**config.mk**
```make
export PLATFORM = sky130hd
export DESIGN_NAME = uart_prog_loader
export DESIGN_NICKNAME = d
export VERILOG_FILES = /design/src/rtl/uart_prog_loader.sv
export SDC_FILE = /design/constraint.sdc
export NUM_CORES = 1
export LEC_CHECK = 0
export CAP_MARGIN = 20
export CORE_MARGIN = 8
export CORE_UTILIZATION = 51
export CTS_BUF_LIST = sky130_fd_sc_hd__clkbuf_16
export DETAILED_ROUTE_END_ITERATION = 6
export PLACE_DENSITY = 0.83
export RECOVER_POWER = 100
export SLEW_MARGIN = 10
export SYNTH_ARGS = -nofsm -noshare
export SYNTH_HDL_FRONTEND = slang
export SYNTH_SLANG_ARGS = --single-unit
```
**constraint.sdc**
```tcl
create_clock -name clk_i -period 1.9 [get_ports clk_i]
set_input_delay 0.38 -clock clk_i [delete_from_list [all_inputs] [get_ports clk_i]]
set_output_delay 0.38 -clock clk_i [all_outputs]
set_load 0.01 [all_outputs]
```
**src/rtl/uart_prog_loader.sv**
```systemverilog
// ============================================================================
// Module  : uart_prog_loader
// Brief   : Command parser behind uart_rx; loads program memory, gates CPU halt.
// Rev     : 1.0
// ============================================================================
`default_nettype none

module uart_prog_loader #(
  parameter int                    DATA_WIDTH       = 8,
  parameter int                    ADDR_WIDTH       = 5,
  parameter int                    TIMEOUT_CYCLES   = 52100,
  parameter int                    TIMEOUT_BITWIDTH = 16,
  parameter logic [DATA_WIDTH-1:0] CMD_LOAD         = 8'h4C,
  parameter logic [DATA_WIDTH-1:0] CMD_RUN          = 8'h52,
  parameter logic [DATA_WIDTH-1:0] CMD_HALT         = 8'h48
) (
  input  logic                  clk_i,
  input  logic                  reset_i,
  input  logic [DATA_WIDTH-1:0] rx_data_i,
  input  logic                  rx_valid_strb_i,
  output logic                  mem_we_o,
  output logic [ADDR_WIDTH-1:0] mem_addr_o,
  output logic [DATA_WIDTH-1:0] mem_wdata_o,
  output logic                  cpu_halt_o,
  output logic                  busy_o,
  output logic                  done_strb_o,
  output logic                  err_o
);

  typedef enum logic [2:0] {
    ST_IDLE = 3'd0,
    ST_ADDR = 3'd1,
    ST_LEN  = 3'd2,
    ST_DATA = 3'd3,
    ST_CHK  = 3'd4
  } state_t;

  localparam logic [TIMEOUT_BITWIDTH-1:0] c_tmo_last = TIMEOUT_BITWIDTH'(TIMEOUT_CYCLES - 1);
  localparam logic [TIMEOUT_BITWIDTH-1:0] c_tmo_one  = TIMEOUT_BITWIDTH'(1);
  localparam logic [ADDR_WIDTH-1:0]       c_addr_one = ADDR_WIDTH'(1);
  localparam logic [DATA_WIDTH-1:0]       c_cnt_one  = DATA_WIDTH'(1);
  localparam logic [DATA_WIDTH-1:0]       c_zero     = '0;

  state_t                      r_state;
  logic [ADDR_WIDTH-1:0]       r_addr;
  logic [DATA_WIDTH-1:0]       r_cnt;
  logic [DATA_WIDTH-1:0]       r_chk;
  logic [TIMEOUT_BITWIDTH-1:0] r_tmo_cnt;

  always_ff @(posedge clk_i or posedge reset_i) begin
    if (reset_i) begin
      r_state     <= ST_IDLE;
      r_addr      <= '0;
      r_cnt       <= '0;
      r_chk       <= '0;
      r_tmo_cnt   <= '0;
      mem_we_o    <= 1'b0;
      mem_addr_o  <= '0;
      mem_wdata_o <= '0;
      cpu_halt_o  <= 1'b1;
      busy_o      <= 1'b0;
      done_strb_o <= 1'b0;
      err_o       <= 1'b0;
    end else begin
      mem_we_o    <= 1'b0;
      done_strb_o <= 1'b0;
      // A strobe always takes priority over an expiring timeout.
      if (rx_valid_strb_i) begin
        r_tmo_cnt <= '0;
        case (r_state)
          ST_IDLE: begin
            if (rx_data_i == CMD_LOAD) begin
              r_state    <= ST_ADDR;
              busy_o     <= 1'b1;
              err_o      <= 1'b0;
              cpu_halt_o <= 1'b1;
              r_chk      <= '0;
            end else if (rx_data_i == CMD_RUN) begin
              cpu_halt_o <= 1'b0;
            end else if (rx_data_i == CMD_HALT) begin
              cpu_halt_o <= 1'b1;
            end
          end
          ST_ADDR: begin
            r_addr  <= rx_data_i[ADDR_WIDTH-1:0];
            r_chk   <= r_chk ^ rx_data_i;
            r_state <= ST_LEN;
          end
          ST_LEN: begin
            r_cnt   <= rx_data_i;
            r_chk   <= r_chk ^ rx_data_i;
            r_state <= (rx_data_i != c_zero) ? ST_DATA : ST_CHK;
          end
          ST_DATA: begin
            mem_we_o    <= 1'b1;
            mem_addr_o  <= r_addr;
            mem_wdata_o <= rx_data_i;
            r_addr      <= r_addr + c_addr_one;
            r_chk       <= r_chk ^ rx_data_i;
            r_cnt       <= r_cnt - c_cnt_one;
            if (r_cnt == c_cnt_one) begin
              r_state <= ST_CHK;
            end
          end
          ST_CHK: begin
            if (rx_data_i == r_chk) begin
              done_strb_o <= 1'b1;
            end else begin
              err_o <= 1'b1;
            end
            r_state <= ST_IDLE;
            busy_o  <= 1'b0;
          end
          default: begin
            r_state <= ST_IDLE;
            busy_o  <= 1'b0;
          end
        endcase
      end else if (r_state != ST_IDLE) begin
        if (r_tmo_cnt == c_tmo_last) begin
          r_state   <= ST_IDLE;
          busy_o    <= 1'b0;
          err_o     <= 1'b1;
          r_tmo_cnt <= '0;
        end else begin
          r_tmo_cnt <= r_tmo_cnt + c_tmo_one;
        end
      end
    end
  end

endmodule

`default_nettype wire

```
==> metrics.md <==
| Metric | Value |
|---|---|
| Vias per cell | 5.81 |
| Post-detail-place hpwl | 5240 µm |
| Yosys reg bits | 58 |
| Final setup violation count | 2 |
| Worst Max-Slew Pin Slew | 0.796 ns |
| Startpoint Class | flop |
| Post-route ant nets | 0 |
| Yosys cell types | 51 |
| Failing checks | setup timing |
| Synth area leaders | dfrtp_1 (48%), o21ai_0 (6.0%), mux2_2 (5.6%) |
| Die footprint | 0.00858 mm² |
| Critical Path AT | 2.14 ns |
| I/O Buffers | 28 |
| Diodes inserted | 0 |
| Num Clock Sinks | 58 |
| Async set-reset flop share out of synthesis | 1.00 |
| Post-DR wirelength/cell | 16.9 µm |
| Highest Clock Rate | 0.518 GHz |
| Num ports | 29 |
| CTS Root Cell | clkbuf_16 |
| Pwr Density | 1440 mW/mm² |
| Commonest non-fill, non-tap cells in the layout | dfrtp_1 (57), buf_4 (41), nor2_1 (37) |
| Vias in the first global route | 2722 |
| Area growth, synth to finish | 33.1% |
| Syn. warnings | 0 |
| Post-Route WL | 7810 µm |
| Maximum root-to-sink buffer count | 2 |
| Initial antenna violation count | 0 |
| Initial DRC Count | 205 |
| Gr usage total | 0.186 |
| Setup Skew | 0.00656 ns |
| Largest net degree at the start of global routing | 59 |
| Post-synth top flop | dfrtp_1 |
| Hold Crit Class | in2reg |
| Core area | 0.00578 mm² |
| Syn avg cell area | 9.60 µm² |
| Initial Util | 0.518 |
| Crit end category | flop |
| Number of H-tree levels | 3 |
| Synth area leader | dfrtp_1 |
| RSZ-0062 raised after global routing | true |
| Hold Fails Final Rpt | 0 |
| Worst hold slack | 0.488 ns |
| TritonCTS buffer count | 9 |
| Crit Path Class | reg2reg |
| DRT Pass-1 Iters | 5 |
| Design Power | 5.75 mW |
| First-pass GRT wire length | 12800 µm |
| Share of cells above drive strength 1 | 0.230 |
| Row Count | 28 |
| Area share of the largest cell type after synthesis | 0.476 |
| Post-synthesis cell count | 312 |
| WP data required | 2.11 ns |
| Most common cell after layout, fill and taps aside | dfrtp_1 |
| Total congestion overflow | 0 |
| Mapped cell area | 0.00300 mm² |
| Clk pin slew, worst setup/hold paths | 0.06 ns |
| CP Max Fanout | 3 |
| Slew margin rel. | 0.469 |
| Outcome | finished with violations |
| Post-Place Setup Slack | -0.503 ns |
| Chip width | 92.6 µm |
| Sequential area share after synthesis | 0.485 |
| Max Cap Viol | 0 |
| Final Critical Period | 1.93 ns |
| Syn_nets | 327 |
| Clk_lat worst skew | 0.32 ns |
| Setup ws final | -0.0321 ns |
| Layout Nets | 397 |
| CTS tree | done |
| Die span in y | 92.6 µm |
| VDD IR max | 0.893 mV |
| Post-synth EDFFs | 0 |
| Max Slew Vio Count | 0 |
| Fin util | 0.690 |
| RePlAce Congestion | 0.850 |
| # DRC | 0 |
| Tcrit/Tclk final | 1.02 |
| Post-CTS Hold Buffers | 0 |
| Via Count | 2682 |
| Static leakage | 1.73 nW |
| Setup TNS | -0.0513 ns |
==> synth_stat cells, types with 3 or more instances <==
| cell type | number |
|---|---|
| buf_2 | 3 |
| and3_1 | 3 |
| inv_1 | 7 |
| mux2_2 | 15 |
| nor3b_1 | 3 |
| a21oi_1 | 14 |
| nor4_1 | 4 |
| xor2_1 | 6 |
| nand4_1 | 4 |
| o21ai_0 | 36 |
| nor3_1 | 12 |
| dfrtp_1 | 57 |
| a31oi_1 | 4 |
| clkbuf_1 | 12 |
| nand3_1 | 11 |
| ha_1 | 4 |
| xnor2_1 | 14 |
| nand2_1 | 27 |
| nor2_1 | 37 |
==> path summary, 6_finish.rpt <==
path,startpoint,slack [ns],cells past startpoint,end
min reg2reg,mem_addr_o[3],0.50,1,mem_addr_o[3]
max,r_tmo_cnt[2],-0.03,5,err_o
max reg2reg,r_tmo_cnt[2],-0.03,5,err_o
min in group asynchronous,reset_i,0.76,3,r_tmo_cnt[14]
max in group asynchronous,reset_i,0.60,3,mem_we_o
min,rx_valid_strb_i,0.49,2,r_tmo_cnt[2]
==> report_power, final <==
group | total [mW] | switching [mW] | internal (mW)
Combinational | 2.16 | 1.17 | 0.996
Sequential | 2.03 | 0.363 | 1.66
Clock | 1.55 | 0.555 | 0.999
==> worst max-delay path, cell delays in order (launching register included) <==
cell	delay, ns
dfrtp_1	0.39
or4_4	0.55
nor4_4	0.30
nand2_1	0.13
a21oi_2	0.16
mux2_4	0.30
==> stage by stage <==
| stage | area [µm²] | cells |
|---|---|---|
| 2_1_floorplan | 3000 | 312 |
| 3_3_place_gp | 3630 | 441 |
| 3_5_place_dp | 3630 | 441 |
| 4_1_cts | 3950 | 460 |
| 5_1_grt | 3990 | 462 |
| 6_report | 3990 | 462 |
==> cell families after synthesis <==
family / Yosys count / share of synthesized area
AND/OR/NAND/NOR: 118 / 0.201
AO/OA/AOI/OAI: 72 / 0.144
flip-flops: 58 / 0.485
buffers and inverters: 24 / 0.0351
XOR/XNOR: 20 / 0.0585
multiplexers: 16 / 0.0597
adder cells (fa/ha/maj): 4 / 0.0167
==> registers in the layout (all words and copies together) (netlist names), 3 cells and up <==
name / cells
mem_addr_o: 5
mem_wdata_o: 8
r_tmo_cnt: 16
r_cnt: 8
r_addr: 5
r_state: 3
r_chk: 8
==> metal layers <==
metal  wire length [µm]  track usage
met2               3910        0.305
met4                207       0.0926
met3                542       0.0534
met5                  0            0
met1               3150        0.219
==> final cells by class <==
| cell class | instances | area, µm² |
|---|---|---|
| fillers | 420 | 1790 |
| multi-input cells | 230 | 1490 |
| flip-flops and latches | 58 | 1450 |
| repair buffers | 76 | 634 |
| clock buffers | 9 | 225 |
| well taps | 75 | 93.8 |
| clock inverters | 7 | 61.3 |
| inverters | 7 | 26.3 |
==> what timing repair did <==
| item | in CTS | in global routing |
|---|---|---|
| buffers inserted | 3 | 2 |
| setup endpoints to repair | 22 | 21 |
| resized for setup | 3 | 9 |
| pin swaps | 5 | 4 |
| gates cloned | 0 | 0 |
No activity file was read; power rests on OpenSTA's default activity.
